**src/rtl/lock_supervisor_if.sv**
```systemverilog
// Signal bundle between the button front-end/lock FSM side and the lock supervisor.
// The supervisor uses the slave view; the surrounding logic uses the master view.
interface lock_supervisor_if;
  logic [3:0] btn_pulse;
  logic       fsm_unlocked;
  logic       fsm_fail;
  logic [3:0] fsm_btn;
  logic       fsm_clear;
  logic [1:0] fail_cnt;
  logic       lockout;
  logic [2:0] rgb;

  modport slave (
    input  btn_pulse, fsm_unlocked, fsm_fail,
    output fsm_btn, fsm_clear, fail_cnt, lockout, rgb
  );

  modport master (
    output btn_pulse, fsm_unlocked, fsm_fail,
    input  fsm_btn, fsm_clear, fail_cnt, lockout, rgb
  );
endinterface

```
**src/rtl/lock_supervisor.sv**
```systemverilog
// Supervises a combination-lock FSM: filters and forwards presses, counts failed
// attempts, and enforces a timed lockout after too many failures.
module lock_supervisor #(
  parameter int unsigned CLK_FREQ    = 125_000_000,
  parameter int unsigned LOCKOUT_SEC = 5,
  parameter int unsigned MAX_FAILS   = 3
) (
  input  logic             clk,
  input  logic             rst,
  lock_supervisor_if.slave bus
);

  // 64-bit product: the legal parameter range can exceed 32 bits.
  localparam logic [63:0] LOCK_CYCLES = 64'(CLK_FREQ) * 64'(LOCKOUT_SEC);
  localparam int TIMER_W = ($clog2(LOCK_CYCLES) < 1) ? 1 : $clog2(LOCK_CYCLES);
  localparam logic [TIMER_W-1:0] TIMER_LOAD = TIMER_W'(LOCK_CYCLES - 64'd1);
  localparam logic [TIMER_W-1:0] TIMER_ONE  = TIMER_W'(64'd1);
  localparam logic [TIMER_W-1:0] TIMER_ZERO = TIMER_W'(64'd0);
  localparam logic [1:0] MAX_CNT = 2'(MAX_FAILS);

  typedef enum logic [1:0] {
    ST_ARMED    = 2'b00,
    ST_UNLOCKED = 2'b01,
    ST_LOCKOUT  = 2'b10
  } state_e;

  localparam logic [2:0] RGB_ARMED    = 3'b001;
  localparam logic [2:0] RGB_UNLOCKED = 3'b010;
  localparam logic [2:0] RGB_LOCKOUT  = 3'b100;

  function automatic logic is_onehot4(input logic [3:0] v);
    return (v != 4'b0000) && ((v & (v - 4'b0001)) == 4'b0000);
  endfunction

  state_e             state_q;
  logic [TIMER_W-1:0] timer_q;
  logic [1:0]         fail_cnt_q;
  logic [3:0]         fsm_btn_q;
  logic               fsm_clear_q;
  logic               lockout_q;
  logic [2:0]         rgb_q;

  logic [3:0] btn_fwd_d;
  logic [1:0] fail_inc_d;
  logic       fail_limit_d;

  // Press filter and saturating failure increment
  always_comb begin
    btn_fwd_d    = 4'b0000;
    fail_inc_d   = fail_cnt_q;
    fail_limit_d = 1'b0;
    if ((state_q != ST_LOCKOUT) && is_onehot4(bus.btn_pulse)) begin
      btn_fwd_d = bus.btn_pulse;
    end else begin
      btn_fwd_d = 4'b0000;
    end
    if (fail_cnt_q >= MAX_CNT) begin
      fail_inc_d = MAX_CNT;
    end else begin
      fail_inc_d = fail_cnt_q + 2'd1;
    end
    fail_limit_d = (fail_inc_d >= MAX_CNT);
  end

  // Supervisor state machine with registered outputs
  always_ff @(posedge clk) begin
    if (rst) begin
      state_q     <= ST_ARMED;
      timer_q     <= TIMER_ZERO;
      fail_cnt_q  <= 2'd0;
      fsm_btn_q   <= 4'b0000;
      fsm_clear_q <= 1'b1;
      lockout_q   <= 1'b0;
      rgb_q       <= RGB_ARMED;
    end else begin
      fsm_btn_q   <= btn_fwd_d;
      fsm_clear_q <= 1'b0;
      case (state_q)
        ST_ARMED: begin
          // A successful unlock outranks a simultaneous failure.
          if (bus.fsm_unlocked) begin
            state_q    <= ST_UNLOCKED;
            fail_cnt_q <= 2'd0;
            lockout_q  <= 1'b0;
            rgb_q      <= RGB_UNLOCKED;
          end else if (bus.fsm_fail) begin
            fail_cnt_q <= fail_inc_d;
            if (fail_limit_d) begin
              state_q     <= ST_LOCKOUT;
              timer_q     <= TIMER_LOAD;
              fsm_clear_q <= 1'b1;
              lockout_q   <= 1'b1;
              rgb_q       <= RGB_LOCKOUT;
            end else begin
              lockout_q <= 1'b0;
              rgb_q     <= RGB_ARMED;
            end
          end else begin
            lockout_q <= 1'b0;
            rgb_q     <= RGB_ARMED;
          end
        end
        ST_UNLOCKED: begin
          if (!bus.fsm_unlocked) begin
            state_q <= ST_ARMED;
            rgb_q   <= RGB_ARMED;
          end else begin
            rgb_q <= RGB_UNLOCKED;
          end
          lockout_q <= 1'b0;
        end
        ST_LOCKOUT: begin
          if (timer_q == TIMER_ZERO) begin
            state_q    <= ST_ARMED;
            fail_cnt_q <= 2'd0;
            lockout_q  <= 1'b0;
            rgb_q      <= RGB_ARMED;
          end else begin
            timer_q   <= timer_q - TIMER_ONE;
            lockout_q <= 1'b1;
            rgb_q     <= RGB_LOCKOUT;
          end
        end
        default: begin
          state_q    <= ST_ARMED;
          timer_q    <= TIMER_ZERO;
          fail_cnt_q <= 2'd0;
          lockout_q  <= 1'b0;
          rgb_q      <= RGB_ARMED;
        end
      endcase
    end
  end

  assign bus.fsm_btn   = fsm_btn_q;
  assign bus.fsm_clear = fsm_clear_q;
  assign bus.fail_cnt  = fail_cnt_q;
  assign bus.lockout   = lockout_q;
  assign bus.rgb       = rgb_q;

endmodule

```
**src/flat_wrapper.sv**
```systemverilog
// flat-port wrapper written by rule: the top's interface ports become plain ports
module lock_supervisor_flat 
#(
  parameter int unsigned CLK_FREQ    = 125_000_000,
  parameter int unsigned LOCKOUT_SEC = 5,
  parameter int unsigned MAX_FAILS   = 3
)
  (clk, rst, bus_btn_pulse, bus_fsm_unlocked, bus_fsm_fail, bus_fsm_btn, bus_fsm_clear, bus_fail_cnt, bus_lockout, bus_rgb);
  lock_supervisor_if bus_i ();
  input  logic clk;
  input  logic rst;
  input wire logic [$bits(bus_i.btn_pulse)-1:0] bus_btn_pulse;
  input wire logic [$bits(bus_i.fsm_unlocked)-1:0] bus_fsm_unlocked;
  input wire logic [$bits(bus_i.fsm_fail)-1:0] bus_fsm_fail;
  output wire logic [$bits(bus_i.fsm_btn)-1:0] bus_fsm_btn;
  output wire logic [$bits(bus_i.fsm_clear)-1:0] bus_fsm_clear;
  output wire logic [$bits(bus_i.fail_cnt)-1:0] bus_fail_cnt;
  output wire logic [$bits(bus_i.lockout)-1:0] bus_lockout;
  output wire logic [$bits(bus_i.rgb)-1:0] bus_rgb;
  assign bus_i.btn_pulse = bus_btn_pulse;
  assign bus_i.fsm_unlocked = bus_fsm_unlocked;
  assign bus_i.fsm_fail = bus_fsm_fail;
  assign bus_fsm_btn = bus_i.fsm_btn;
  assign bus_fsm_clear = bus_i.fsm_clear;
  assign bus_fail_cnt = bus_i.fail_cnt;
  assign bus_lockout = bus_i.lockout;
  assign bus_rgb = bus_i.rgb;
  lock_supervisor #(.CLK_FREQ(CLK_FREQ), .LOCKOUT_SEC(LOCKOUT_SEC), .MAX_FAILS(MAX_FAILS)) u_core (.clk(clk), .rst(rst), .bus(bus_i));
endmodule
```
**config.mk**
```make
export PLATFORM = sky130hd
export DESIGN_NAME = lock_supervisor_flat
export DESIGN_NICKNAME = d
export VERILOG_FILES = /design/src/rtl/lock_supervisor_if.sv /design/src/rtl/lock_supervisor.sv /design/src/flat_wrapper.sv
export SDC_FILE = /design/constraint.sdc
export NUM_CORES = 1
export LEC_CHECK = 0
export BUFFER_PORTS_ARGS = -buffer_cell sky130_fd_sc_hd__buf_2
export CORE_ASPECT_RATIO = 0.8
export CORE_MARGIN = 2
export CORE_UTILIZATION = 47
export CTS_CLUSTER_DIAMETER = 120
export DETAILED_ROUTE_END_ITERATION = 6
export PLACE_DENSITY = 0.66
export SYNTH_ARGS = -nofsm -noshare
export SYNTH_HDL_FRONTEND = slang
export SYNTH_SLANG_ARGS = --single-unit
```
**constraint.sdc**
```tcl
create_clock -name clk -period 6 [get_ports clk]
set_input_delay 1.2 -clock clk [delete_from_list [all_inputs] [get_ports clk]]
set_output_delay 1.2 -clock clk [all_outputs]
set_load 0.005 [all_outputs]
```
==> flow_results.org, run 1 <==
** Timing
- Setup repair after global routing missed its margin :: no
- Post-route setup TNS :: 0 ns
- At the pin with the least slew margin, the transition time is 1.110 ns.
- The count of final hold-check violations was 0.
- The routed design could run at a clock period as short as 3.115 ns.
- Period utilization :: 0.5192
- Max Clock Freq :: 0.3210 GHz
- Endpoints failing setup :: 0
- The final count of pins violating max slew is 0.
- Max-Slew Margin vs Limit :: 0.2480
- For the final database, setup skew stands at 0.007016 ns.

** Cells and area
- Summed area of non-filler cells in the final layout :: 2556 um2
- Layout fillers :: 441
- N_diodes :: 0
- Post-layout net count :: 297
- In the final layout, the share of cells above drive strength 1 is 0.1528.
- Post-layout util :: 0.5495
- Post-synthesis to final-layout area growth :: 10.91%

** Placement
- Number of buffers added on ports :: 18
- Post-placement cell area :: 2439 um2
- Final HPWL DP :: 4212 um
- Routability-driven placement finished with a final weighted congestion of 0.8855.

** Critical path
- For flop-to-flop paths, the worst setup slack is 2.88 ns.
- Highest fanout seen on the critical path :: 37
- Category of the worst setup path capture point :: register
- For the worst setup path, the data required time is 6.20 ns.
- The endpoint identified for the worst register-to-register timing path is u_core.timer_q[15].
- The worst setup path is of the reg -> reg kind.
- Counting cells, the worst reg-to-reg path comes to 4.
- In this run the critical register-to-register path is launched from u_core.state_q[1].
- Startpoint type of the worst setup path :: register
- At the worst endpoint, the arrival time is 3.31 ns.

** Global routing
- For this run, global-route usage on met2 was measured as 0.3357.
- The initial antenna violation count was 0.
- Met3 demand-to-capacity share in global routing :: 0.05014
- Global-route wire length before repair :: 9770 um
- Number of global-route vias before repair :: 1965
- For met1 alone, demand over resource in global routing was 0.3517.
- Busiest layer in global routing :: met1
- GR Overflow Total :: 0
- Global routing usage summed across all routing layers :: 0.2366
- Pin count of the biggest net entering global routing :: 38

** Detailed routing
- Vias per inst :: 6.325
- Drc violations :: 0
- The routed layout has 2201 vias.
- Violation count after the first detailed-route iteration :: 172
- Dividing the detail-routed wire length by the instance count gives 16.98 um.
- Routed WL :: 5908 um
- Final ANT Viol Nets :: 0
- Length of the first detailed-routing pass in iterations :: 5

** Status
- Result of the run :: complete, no violations

** Synthesis
- Counting flops and latches in the post-synthesis netlist gives 43.
- Syn Nets :: 282
- Share of the yosys chip area belonging to registers :: 0.3735
- Yosys warns :: 0
- In this run the cell area of the synthesized design comes to 2305 um2.
- Count of cell types in the netlist :: 52
- The synthesized design contains 0 enable-type register cells.
- The most used flip-flop cell after synthesis is sky130_fd_sc_hd__dfxtp_1.
- Average cell area after synthesis :: 8.473 um2
- Synthesis handed over a netlist of 272 instances.
- Share of async-settable or async-resettable flops after synthesis :: 0

** Min path
- In this run the most critical hold path is launched from u_core.timer_q[16].
- Classification of the worst-slack hold path :: reg -> reg
- Along the worst hold path, the cell count comes to 2.
- The worst hold path terminates at u_core.timer_q[16].

** Clock tree
- Resized Gates After CTS :: 0
- The number of hold buffers added after CTS was 0.
- Clock tree buffer depth :: 2
- Clock tree synthesis selected as its root buffer the cell sky130_fd_sc_hd__clkbuf_8.
- Clock-pin slew was measured on the worst setup and hold paths at 0.08 ns.
- CTS saw 43 sinks.
- Clk_lat worst skew :: 0.30 ns
- CTS H-tree depth :: 2
- Total CTS buffers :: 5
- After clock tree synthesis, the setup repair step added 0 buffers.
- TritonCTS built the clock tree.

** Die
- Area of the die :: 5483 um2
- Area of the core region :: 4652 um2
- Vert. Die Dim :: 66.64 um
- Starting density of the core :: 0.4954
- Boundary pin count :: 19
- The floorplan has 22 rows.
- Measured along the x axis, the die boundary spans 82.29 um.

** Power and ir drop
- Summed over all cells, the static leakage comes to 1.061 nW.
- In this run the power density over the cells is 258.4 nW/um2.
- Maximum vdd ir drop :: 134.6 uV

** Job
- Max-cap violations :: 0
==> stage by stage <==
stage          hold slack, ns  std cells  power [W]  setup WS, ns
2_1_floorplan          0.4378        272  0.0003947         3.293
3_3_place_gp           0.4600        340  0.0004271         2.803
3_5_place_dp           0.4649        340  0.0004279         2.753
4_1_cts                0.4740        348  0.0006628         2.964
5_1_grt                0.4954        348  0.0006922         2.707
6_report               0.4740        348  0.0006606         2.885
==> where the power goes <==
part	switching (W)	internal [W]	total, W
Sequential	0.00000730	0.000292	0.000300
Combinational	0.0000799	0.0000446	0.000124
Clock	0.000102	0.000135	0.000237
Total	0.000189	0.000472	0.000661
==> Yosys cell counts, types with 2 or more instances <==
library cell                n  area share
sky130_fd_sc_hd__nor3_1    13       0.028
sky130_fd_sc_hd__a31oi_1    5       0.014
sky130_fd_sc_hd__and2_1     5       0.014
sky130_fd_sc_hd__nor4_4     2       0.018
sky130_fd_sc_hd__nor4_1     4       0.011
sky130_fd_sc_hd__and3_1     4       0.011
sky130_fd_sc_hd__o221a_2    4       0.020
sky130_fd_sc_hd__nand3_1    8       0.017
sky130_fd_sc_hd__a32o_1     2      0.0087
sky130_fd_sc_hd__a21oi_1   22       0.048
sky130_fd_sc_hd__o21ai_0   13       0.028
sky130_fd_sc_hd__a2111o_1   2      0.0098
sky130_fd_sc_hd__nand2b_1   3      0.0081
sky130_fd_sc_hd__nand3b_1   2      0.0065
sky130_fd_sc_hd__mux2i_1    2      0.0087
sky130_fd_sc_hd__nor2_1    15       0.024
sky130_fd_sc_hd__a211oi_1   2      0.0065
sky130_fd_sc_hd__or4_1     14       0.046
sky130_fd_sc_hd__o31ai_1   12       0.039
sky130_fd_sc_hd__o41ai_1    4       0.015
sky130_fd_sc_hd__inv_1     12       0.020
sky130_fd_sc_hd__clkbuf_1  11       0.018
sky130_fd_sc_hd__o211ai_1   2      0.0065
sky130_fd_sc_hd__nand4_1    3      0.0081
sky130_fd_sc_hd__dfxtp_1   43        0.37
sky130_fd_sc_hd__o221ai_1   2      0.0076
sky130_fd_sc_hd__nor3b_1    2      0.0065
sky130_fd_sc_hd__xnor2_1    2      0.0076
sky130_fd_sc_hd__or3_1      6       0.016
sky130_fd_sc_hd__nand2_1   21       0.034
sky130_fd_sc_hd__or2_2      3      0.0081
sky130_fd_sc_hd__xor2_1     3       0.011
sky130_fd_sc_hd__o22ai_1    2      0.0054
sky130_fd_sc_hd__ha_1       2       0.011
sky130_fd_sc_hd__o21a_1     3      0.0098
==> flip-flops by register name (all words and copies together), names as in the netlist <==
name,cells
u_core.bus.fsm_btn,4
u_core.timer_q,30
u_core.bus.lockout,1
u_core.bus.fail_cnt,2
u_core.state_q,2
u_core.bus.fsm_clear,1
u_core.bus.rgb,3
==> cells in the final DEF (no fill, tap or decap), types with 4 or more instances in the layout <==
| master | count |
|---|---|
| sky130_fd_sc_hd__dfxtp_1 | 43 |
| sky130_fd_sc_hd__a21oi_1 | 22 |
| sky130_fd_sc_hd__nand2_1 | 21 |
| sky130_fd_sc_hd__buf_2 | 18 |
| sky130_fd_sc_hd__nor2_1 | 15 |
| sky130_fd_sc_hd__or4_1 | 14 |
| sky130_fd_sc_hd__nor3_1 | 13 |
| sky130_fd_sc_hd__o21ai_0 | 13 |
| sky130_fd_sc_hd__inv_1 | 12 |
| sky130_fd_sc_hd__o31ai_1 | 12 |
| sky130_fd_sc_hd__nand3_1 | 8 |
| sky130_fd_sc_hd__or3_1 | 6 |
| sky130_fd_sc_hd__clkbuf_8 | 6 |
| sky130_fd_sc_hd__and2_1 | 5 |
| sky130_fd_sc_hd__a31oi_1 | 5 |
| sky130_fd_sc_hd__and3_1 | 4 |
| sky130_fd_sc_hd__o41ai_1 | 4 |
| sky130_fd_sc_hd__nor4_1 | 4 |
| sky130_fd_sc_hd__o221a_2 | 4 |
==> area by class of cell <==
class / instances / area (um2) / area share
inverter: 12 / 45.04 / 0.01762
multi-input combinational: 205 / 1353 / 0.5291
clock buffer: 6 / 82.58 / 0.03231
clock inverter: 2 / 35.03 / 0.01371
sequential: 43 / 860.8 / 0.3368
tap: 60 / 75.07 / 0.02937
timing repair buffer: 20 / 105.1 / 0.04112
==> worst max-delay path: stages (launching register included) <==
cell and delay (ns):
sky130_fd_sc_hd__dfxtp_1 0.89, sky130_fd_sc_hd__inv_1 0.40, sky130_fd_sc_hd__o21a_1 0.59, sky130_fd_sc_hd__or4b_2 0.82, sky130_fd_sc_hd__a32o_1 0.28
==> cells by family after synthesis <==
logic type / after synthesis / share of synthesized area
flip-flops: 43 / 0.3735
adder cells (fa/ha/maj): 2 / 0.01086
XOR/XNOR: 5 / 0.01900
buffers and inverters: 24 / 0.03963
multiplexers: 2 / 0.008687
AO/OA/AOI/OAI: 81 / 0.2438
AND/OR/NAND/NOR: 115 / 0.3046
==> layer usage <==
layer / share of wire / vias up
met5: 0 / -
met4: 0.011 / 0
met3: 0.072 / 9
met2: 0.42 / 69
met1: 0.49 / 1051
li1: - / 1072
==> worst max-delay path by stage <==
| stage | endpoint | from | slack, ns |
|---|---|---|---|
| after floorplan | u_core.timer_q[15] | bus_fsm_fail | 3.29 |
| after global placement | u_core.timer_q[15] | bus_fsm_fail | 2.80 |
| after detailed placement | u_core.timer_q[15] | bus_fsm_fail | 2.75 |
| after CTS | u_core.timer_q[15] | u_core.state_q[1] | 2.96 |
| after global routing | u_core.timer_q[15] | u_core.state_q[1] | 2.71 |
| final | u_core.timer_q[15] | u_core.state_q[1] | 2.88 |
Power figures use the tool's default switching activity.
==> inputs of run 2 (changes only) <==
- PLACE_DENSITY: 0.66 -> 0.69
- clock period: 6 -> 2.8 ns (I/O delays scaled with it)
==> run 2 against run 1 <==
The run now ends with design-rule violations left. Die area did not move. Maximum frequency grew 27%. Global-route usage is 0.12 points lower. First-iteration DRC count increased by 8.1%. Sequential cell count did not move. Sequential power up 110%. Count of clock-buffer cells in the layout unchanged. Critical endpoint is now u_core.timer_q[24]. Highest routed layer unchanged.
==> flow_results.org, run 2 (synthesis results as in run 1) <==
** Status
- Result of the run: finished with violations (was complete, no violations).
- The checks that failed: design-rule violations.

** Critical path
- The data arrival time of the worst path came to 2.65 ns (was 3.31 ns).
- The startpoint of the lowest-slack register-to-register path is u_core.timer_q[0] (was u_core.state_q[1]).
- Critical Path RT :: 3.01 ns (was 6.20 ns)
- The startpoint-to-endpoint class of the critical path was reg -> reg (unchanged).
- The largest fanout on the critical path came to 5 (was 37).
- Critical register-to-register path endpoint :: u_core.timer_q[24] (was u_core.timer_q[15])
- The startpoint type of the worst setup path is a register (unchanged).
- The type of destination of the critical path is a register (unchanged).
- Internal reg-to-reg setup slack :: 0.36 ns (was 2.88 ns)
- Worst R2R Path Depth :: 7 (was 4)

** Clock tree
- The number of CTS-inserted buffers is 5 (unchanged).
- Post-cts hold buffer count :: 0 (unchanged)
- Total number of clock tree sinks :: 43 (unchanged)
- The CTS clock-pin slew for the worst setup and hold paths came to 0.08 ns (about the same).
- The maximum buffer depth of the clock tree is 2 (unchanged).
- The CTS root buffer was sky130_fd_sc_hd__clkbuf_8 (unchanged).
- CTS H-tree depth :: 2 (unchanged)
- Buffer count from post-CTS setup fixing :: 0 (unchanged)
- Clock tree from TritonCTS :: built (unchanged)
- Resized Gates After CTS :: 0 (unchanged)
- Clk_lat worst skew :: 0.30 ns (about the same)

** Timing
- The count of final hold-check violations was 0 (unchanged).
- Worst clock skew :: 0.007158 ns (was 0.007016 ns)
- The post-route clock period utilization was 0.8729 (was 0.5192).
- The minimum setup slack in the final design was 0.3559 ns (was 2.885 ns).
- Setup repair after global routing missed its margin :: no (unchanged)
- Post-route setup TNS :: 0 ns (unchanged)
- The final count of pins violating max slew is 0 (unchanged).
- Max Clock Freq :: 0.4092 GHz (was 0.3210 GHz)
- The final count of negative-setup-slack endpoints was 0 (unchanged).
- Fin crit period :: 2.444 ns (was 3.115 ns)
- The transition time at the pin with the least slew margin was 1.142 ns (was 1.110 ns).
- Max-Slew Margin vs Limit :: 0.2269 (was 0.2480)

** Detailed routing
- The iteration count of the initial detailed-routing pass was 7 (was 5).
- Met3 layer wire length in the routed design :: 392 um (was 424 um)
- The sum of routed wire segments on met1 came to 3000 um (was 2924 um).
- The top routing layer in use is met4 (unchanged).
- Routed len/inst :: 16.82 um (was 16.98 um)
- Met2 wirelength from detailed routing :: 2464 um (was 2491 um)
- The number of DRC markers after the initial detailed-route iteration is 186 (was 172).
- Routed WL :: 5972 um (was 5908 um)
- Final ANT Viol Nets :: 0 (unchanged)
- The via-per-instance ratio came to 6.408 (was 6.325).
- The number of DRC violations after detailed routing came to 1 (was 0).
- Total number of vias :: 2275 (was 2201)

** Die
- Number of standard-cell rows in the floorplan :: 22 (unchanged)
- The starting density of the core is 0.4954 (unchanged).
- Boundary pin count :: 19 (unchanged)
- Area of the die :: 5483 um2 (unchanged)
- The core area came to 4652 um2 (unchanged).
- Die width :: 82.29 um (unchanged)
- Vert. Die Dim :: 66.64 um (unchanged)

** Cells and area
- The most common library cell in the layout ignoring fill and taps was sky130_fd_sc_hd__dfxtp_1 (unchanged).
- Leading cell types in the layout, fill and taps excluded: sky130_fd_sc_hd__dfxtp_1 (43), sky130_fd_sc_hd__a21oi_1 (22), sky130_fd_sc_hd__nand2_1 (21) (unchanged).
- N_diodes :: 0 (unchanged)
- The final non-filler cell total is 355 (was 348).
- Register ranked first by flip-flop count :: u_core.timer_q (unchanged)
- Post-synthesis to final-layout area growth :: 13.19% (was 10.91%)
- Post-layout net count :: 304 (was 297)
- Ratio of cells with drive above 1 in the final layout :: 0.1729 (was 0.1528)
- The flip-flop count of the largest register after layout was 30 (unchanged).
- The number of inserted filler cells in the final layout came to 427 (was 441).

** Placement
- Number of buffers added on ports :: 18 (unchanged)
- Final HPWL DP :: 4261 um (was 4212 um)
- Global placement routability congestion :: 0.9118 (was 0.8855)
- Cell count after placement :: 347 (was 340)
- Placement-stage worst setup slack :: 0.3847 ns (was 2.753 ns)

** Global routing
- Antenna violations before repair :: 0 (unchanged)
- Pin count of the biggest net entering global routing :: 23 (was 38)
- Global routing usage summed across all routing layers :: 0.2354 (was 0.2366)
- The wire length of the first global-routing pass was 9722 um (was 9770 um).
- The aggregate global routing overflow is 0 (unchanged).
- Number of global-route vias before repair :: 1901 (was 1965)

** Min path
- Start point of the worst hold path :: u_core.timer_q[16] (unchanged)
- The worst hold path class is reg -> reg (unchanged).
- Hold path depth :: 2 (unchanged)
- The hold path endpoint is u_core.timer_q[16] (unchanged).

** Power and ir drop
- Combinational fraction of design power :: 0.192 (was 0.188)
- Maximum vdd ir drop :: 320.0 uV (was 134.6 uV)
- The power dissipated by switching net loads came to 0.0004006 W (was 0.0001889 W).
- Pwr Density :: 542.3 nW/um2 (was 258.4 nW/um2)
- The internal power is 0.001014 W (was 0.0004717 W).
- Switching share of power :: 0.2832 (was 0.2860)
- Overall power after layout :: 0.001415 W (was 0.0006606 W)
- The sequential cell fraction of total power was 0.453 (was 0.454).
- The clock power share was 0.355 (was 0.358).
- Leakage Power :: 1.095 nW (was 1.061 nW)

** Job
- Max-cap violations :: 0 (unchanged)
-- run 2: cell count changes in the layout (fill, tap and decap cells not counted) --
cell / change
sky130_fd_sc_hd__buf_4: +7
-- run 2: layout make-up --
cell class / count / area, um2 / area share
timing repair buffer: 27 / 157.7 / 0.06043
tap: 60 / 75.07 / 0.02878
clock inverter: 2 / 35.03 / 0.01343
inverter: 12 / 45.04 / 0.01727
sequential: 43 / 860.8 / 0.3300
multi-input combinational: 205 / 1353 / 0.5185
clock buffer: 6 / 82.58 / 0.03165
-- run 2: layer usage --
metal | up-vias | GRT usage
met5 | - | 0
met4 | 0 | 0.08125
met3 | 15 | 0.05556
met2 | 99 | 0.3175
met1 | 1067 | 0.3572
li1 | 1094 | -
-- run 2: power groups by stage --
stage	sequential (W)	clock, W	combinational, W
detailed placement	0.000655	0	0.000264
finish	0.000641	0.000502	0.000272
global route	0.000644	0.000543	0.000297
floorplan	0.000653	0	0.000192
CTS	0.000641	0.000516	0.000265
global placement	0.000655	0	0.000261
-- run 2: critical path, cell delays in order, from the launching register on --
cell,delay (ns)
sky130_fd_sc_hd__dfxtp_1,0.37
sky130_fd_sc_hd__inv_1,0.10
sky130_fd_sc_hd__ha_1,0.21
sky130_fd_sc_hd__nor3b_1,0.47
sky130_fd_sc_hd__nand2_1,0.18
sky130_fd_sc_hd__or4_1,0.42
sky130_fd_sc_hd__a211o_1,0.32
sky130_fd_sc_hd__a221oi_2,0.29
-- run 2: metrics by stage --
stage | area (um2) | hold WS (ns) | utilization
5_1_grt | 2609 | 0.4897 | 0.5608
2_1_floorplan | 2305 | 0.4378 | -
4_1_cts | 2609 | 0.4704 | 0.5608
6_report | 2609 | 0.4718 | 0.5608
3_3_place_gp | 2491 | 0.4513 | 0.5355
3_5_place_dp | 2491 | 0.4601 | 0.5355
-- run 2: worst max-delay path by stage --
stage                     cells after the start                from  slack [ns]                 end
final                                         7   u_core.timer_q[0]        0.36  u_core.timer_q[24]
after global routing                          5  u_core.timer_q[20]        0.11  u_core.timer_q[17]
after CTS                                     7   u_core.timer_q[0]        0.40  u_core.timer_q[17]
after detailed placement                      5                 rst        0.38  u_core.timer_q[18]
after global placement                        7   u_core.timer_q[0]        0.44  u_core.timer_q[24]
after floorplan                               7   u_core.timer_q[0]        0.65  u_core.timer_q[24]
==> inputs of run 3 (changes only) <==
- ABC_AREA: unset -> 1
- PLACE_DENSITY: 0.69 -> 0.68
==> run 3 against run 2 <==
The flow now finishes without violations. Global-route usage decreased by 1.2 points. Critical path depth is 3 higher. Sequential power down 0.8%. Sequential cell count unchanged. Area after synthesis grew 9.7%. Non-clock buffer count shrank 6. Sequential share of layout area is 1.8 points lower. Count of clock-buffer cells in the layout shrank 1. Register-to-register slack improved by 0.55 ns. Total power fell by 5.4%. First-iteration DRC count increased by 18%. Critical path type unchanged. Highest routed layer unchanged.
==> flow_results.org, run 3 <==
** Status
- Result of the run :: complete, no violations (was finished with violations)

** Timing
- The upper clock frequency limit is 0.5267 GHz (was 0.4092 GHz).
- Worst clock skew :: 0.005582 ns (was 0.007158 ns)
- Period utilization :: 0.6781 (was 0.8729)
- Worst-margin pin slew :: 0.5439 ns (was 1.142 ns)
- The worst max-slew margin expressed relative to the limit is 0.6362 (was 0.2269).
- The sum of negative setup slack was 0 ns (unchanged).
- Hold violation count in the final report :: 0 (unchanged)
- The shortest clock period the worst path allows after layout was 1.899 ns (was 2.444 ns).
- The final count of negative-setup-slack endpoints was 0 (unchanged).
- Setup repair after global routing missed its margin: no (unchanged).
- Number of slew-limit violations in the final report :: 0 (unchanged)

** Global routing
- Global routing usage summed across all routing layers :: 0.2238 (was 0.2354)
- Global-route wire length before repair :: 10670 um (was 9722 um)
- The largest net degree at the start of global routing was 30 (was 23).
- Number of global-route vias before repair :: 2217 (was 1901)
- Met3 demand-to-capacity share in global routing :: 0.05595 (was 0.05556)
- The peak-usage layer in the global routing report was met1 (unchanged).
- The aggregate global routing overflow came to 0 (unchanged).
- The met1 routing resource usage after global routing is 0.3449 (was 0.3572).
- GR Layer Usage met2 :: 0.3058 (was 0.3175)
- Antenna violations before repair :: 0 (unchanged)

** Detailed routing
- The via-per-instance ratio came to 5.163 (was 6.408).
- Total number of vias :: 2473 (was 2275)
- Drc violations :: 0 (was 1)
- The average wire length per cell after detail routing was 13.10 um (was 16.82 um).
- The number of DRC markers after the initial detailed-route iteration was 220 (was 186).
- The final wirelength is 6273 um (was 5972 um).
- Final ANT Viol Nets :: 0 (unchanged)
- The iteration count of the initial detailed-routing pass came to 4 (was 7).

** Min path
- Classification of the worst-slack hold path :: reg -> reg (unchanged)
- The cell depth of the worst min-delay path is 2 (unchanged).

** Clock tree
- Post-cts hold buffer count :: 0 (unchanged)
- The CTS root buffer is sky130_fd_sc_hd__clkbuf_8 (unchanged).
- Clock slew seen by the registers of the worst setup and hold paths :: 0.09 ns (was 0.08 ns)
- The clock sink count was 43 (unchanged).
- Clock tree from TritonCTS :: built (unchanged)
- The maximum buffer depth of the clock tree is 2 (unchanged).
- Clk_lat worst skew :: 0.30 ns (about the same)
- The number of CTS-inserted buffers was 5 (unchanged).
- The count of H-tree levels built during CTS is 2 (unchanged).
- The number of buffers inserted to repair setup after CTS came to 0 (unchanged).
- Resized Gates After CTS :: 0 (unchanged)

** Synthesis
- Top cell type by total area after synthesis :: sky130_fd_sc_hd__dfxtp_1 (unchanged)
- Most frequent cell after synthesis :: sky130_fd_sc_hd__nand2_1 (was sky130_fd_sc_hd__dfxtp_1)
- Mapped Area :: 2527 um2 (was 2305 um2)
- Area share of the largest cell type after synthesis :: 0.3406 (was 0.3735)
- The total nets after synthesis came to 409 (was 282).
- The post-synthesis async set-or-reset flop share was 0 (unchanged).
- Most frequent cells after synthesis :: sky130_fd_sc_hd__nand2_1 (112), sky130_fd_sc_hd__nor2_1 (68), sky130_fd_sc_hd__dfxtp_1 (43) (was sky130_fd_sc_hd__dfxtp_1 (43), sky130_fd_sc_hd__a21oi_1 (22), sky130_fd_sc_hd__nand2_1 (21))
- Share of the yosys chip area belonging to registers :: 0.3406 (was 0.3735)
- The count of mapped cells out of synthesis was 399 (was 272).
- The primary flip-flop cell chosen by synthesis mapping was sky130_fd_sc_hd__dfxtp_1 (unchanged).
- Count of cell types in the netlist :: 27 (was 52)
- The number of enable-type register cells in the synthesized netlist is 0 (unchanged).
- The mean instance size in the synthesized netlist is 6.334 um2 (was 8.473 um2).
- Yosys warns :: 0 (unchanged)
- Cells taking the most area after synthesis :: sky130_fd_sc_hd__dfxtp_1 (34%), sky130_fd_sc_hd__nand2_1 (17%), sky130_fd_sc_hd__nor2_1 (10%) (was sky130_fd_sc_hd__dfxtp_1 (37%), sky130_fd_sc_hd__a21oi_1 (4.8%), sky130_fd_sc_hd__or4_1 (4.6%))
- The post-synthesis sequential element count came to 43 (unchanged).

** Placement
- The final RePlAce weighted congestion was 0.9269 (was 0.9118).
- Number of buffers added on ports :: 18 (unchanged)
- The placed wire-length estimate after detailed placement came to 4603 um (was 4261 um).

** Cells and area
- Flip-flop count of the largest register after layout :: 30 (unchanged)
- Sequential cell area :: 860.8 um2 (unchanged)
- Post-synthesis to final-layout area growth :: 9.208% (was 13.19%)
- Area used by multi-input combinational logic :: 1441 um2 (was 1353 um2)
- Post-layout net count :: 427 (was 304)
- Layout fillers :: 528 (was 427)
- The most common library cell in the layout ignoring fill and taps was sky130_fd_sc_hd__nand2_1 (was sky130_fd_sc_hd__dfxtp_1).
- The number of inserted diodes is 0 (unchanged).
- The utilization after layout was 0.5419 (was 0.5608).
- The share of layout cells above drive strength 1 is 0.1391 (was 0.1729).
- Leading cell types in the layout, fill and taps excluded: sky130_fd_sc_hd__nand2_1 (112), sky130_fd_sc_hd__nor2_1 (68), sky130_fd_sc_hd__dfxtp_1 (43) (was sky130_fd_sc_hd__dfxtp_1 (43), sky130_fd_sc_hd__a21oi_1 (22), sky130_fd_sc_hd__nand2_1 (21)).
- Register ranked first by flip-flop count :: u_core.timer_q (unchanged)

** Critical path
- Worst path buffer plus inverter count :: 2 (was 1)
- Cell family contributing the most delay on the critical path :: simple AND/OR/NAND/NOR gates (unchanged)
- The number of cells on the worst reg-to-reg path came to 10 (was 7).
- Most frequent cell on the critical path :: sky130_fd_sc_hd__nand2_1
- The total stage count of the critical path is 10 (was 7).
- The largest fanout on the critical path came to 24 (was 5).
- Longest individual stage delay on the worst path :: 0.37 ns (was 0.47 ns)
- The data arrival time of the worst path was 2.07 ns (was 2.65 ns).
- Cell with the largest stage delay on the worst path :: sky130_fd_sc_hd__dfxtp_1 (was sky130_fd_sc_hd__nor3b_1)
- Category of the worst setup path capture point :: register (unchanged)
- The startpoint-to-endpoint class of the critical path is reg -> reg (unchanged).
- The required time at the worst-slack endpoint was 2.97 ns (was 3.01 ns).
- Startpoint type of the worst setup path :: register (unchanged)
- Ordered cell list for the critical path :: nor2_2 > nand2_1 > inv_2 > nand2_2 > nor2_4 > nand3_2 > nand2_4 > inv_1 > nand2_1 > a21oi_1 (was inv_1 > ha_1 > nor3b_1 > nand2_1 > or4_1 > a211o_1 > a221oi_2)

** Die
- Area of the die :: 5984 um2 (was 5483 um2)
- The boundary pin count was 19 (unchanged).
- The die extent in y was 69.59 um (was 66.64 um).
- Number of standard-cell rows in the floorplan :: 23 (was 22)
- The core area came to 5094 um2 (was 4652 um2).
- Die width :: 85.99 um (was 82.29 um)
- Starting density of the core :: 0.4962 (was 0.4954)

** Power and ir drop
- The power density over the cells came to 484.9 nW/um2 (was 542.3 nW/um2).
- Overall power after layout :: 0.001338 W (was 0.001415 W)
- The static leakage power is 1.392 nW (was 1.095 nW).
- Maximum vdd ir drop :: 242.5 uV (was 320.0 uV)

** Job
- Max-cap violations :: 0 (unchanged)
run 3: cell types whose count changed after synthesis, sizes merged, moves of 7 or more:
cell,delta
nor3,-8
nand2,+98
a21oi,+12
nor4,-7
o31ai,-11
nor2,+64
inv,+31
or4,-15
nand3,+22
clkbuf,-8
nand4,+9
run 3: layout make-up:
| cell class | count | share of cell area |
|---|---|---|
| clock buffers | 5 | 0.02493 |
| clock inverters | 2 | 0.01360 |
| inverters | 43 | 0.05848 |
| multi-input cells | 303 | 0.5222 |
| flip-flops and latches | 43 | 0.3119 |
| well taps | 62 | 0.02811 |
| repair buffers | 21 | 0.04080 |
run 3: report_power, final:
part           switching [W]  internal, W
clock               0.000226     0.000261
combinational       0.000141    0.0000741
sequential         0.0000113     0.000625
run 3: stage by stage:
step                setup slack (ns)  cells  hold WS (ns)  area, um2
floorplan                      1.292    399        0.4564       2527
global placement               1.009    472        0.4673       2654
detailed placement            0.9543    472        0.4722       2654
CTS                           0.9115    479        0.4841       2760
global route                  0.6930    479        0.5170       2760
finish                        0.9014    479        0.4855       2760
run 3: final timing paths:
check / startpoint / to / slack (ns)
setup / recovery: u_core.timer_q[8] / u_core.timer_q[6] / 0.90
hold / removal: u_core.bus.fail_cnt[1] / u_core.bus.fail_cnt[1] / 0.49
setup reg to reg: u_core.timer_q[8] / u_core.timer_q[6] / 0.90
hold reg to reg: u_core.bus.fail_cnt[1] / u_core.bus.fail_cnt[1] / 0.49
run 3: cell families after synthesis:
logic type | synth area share
and+or+nand+nor | 0.4426
xor gates and xnor gates | 0.01386
DFF | 0.3406
buffers and inverters | 0.08911
adders and majority gates | 0.009899
AOI/OAI and AO/OA | 0.1040
run 3: per-layer routing:
layer	share of wire	vias up
li1	-	1298
met3	0.068	6
met1	0.51	1091
met4	0.0097	0
met5	0	-
met2	0.41	78
run 3: tightest hold or removal path, stage by stage, from the launching register on:
cell and delay, ns:
sky130_fd_sc_hd__dfxtp_1 0.34, sky130_fd_sc_hd__inv_1 0.06, sky130_fd_sc_hd__a21oi_1 0.05
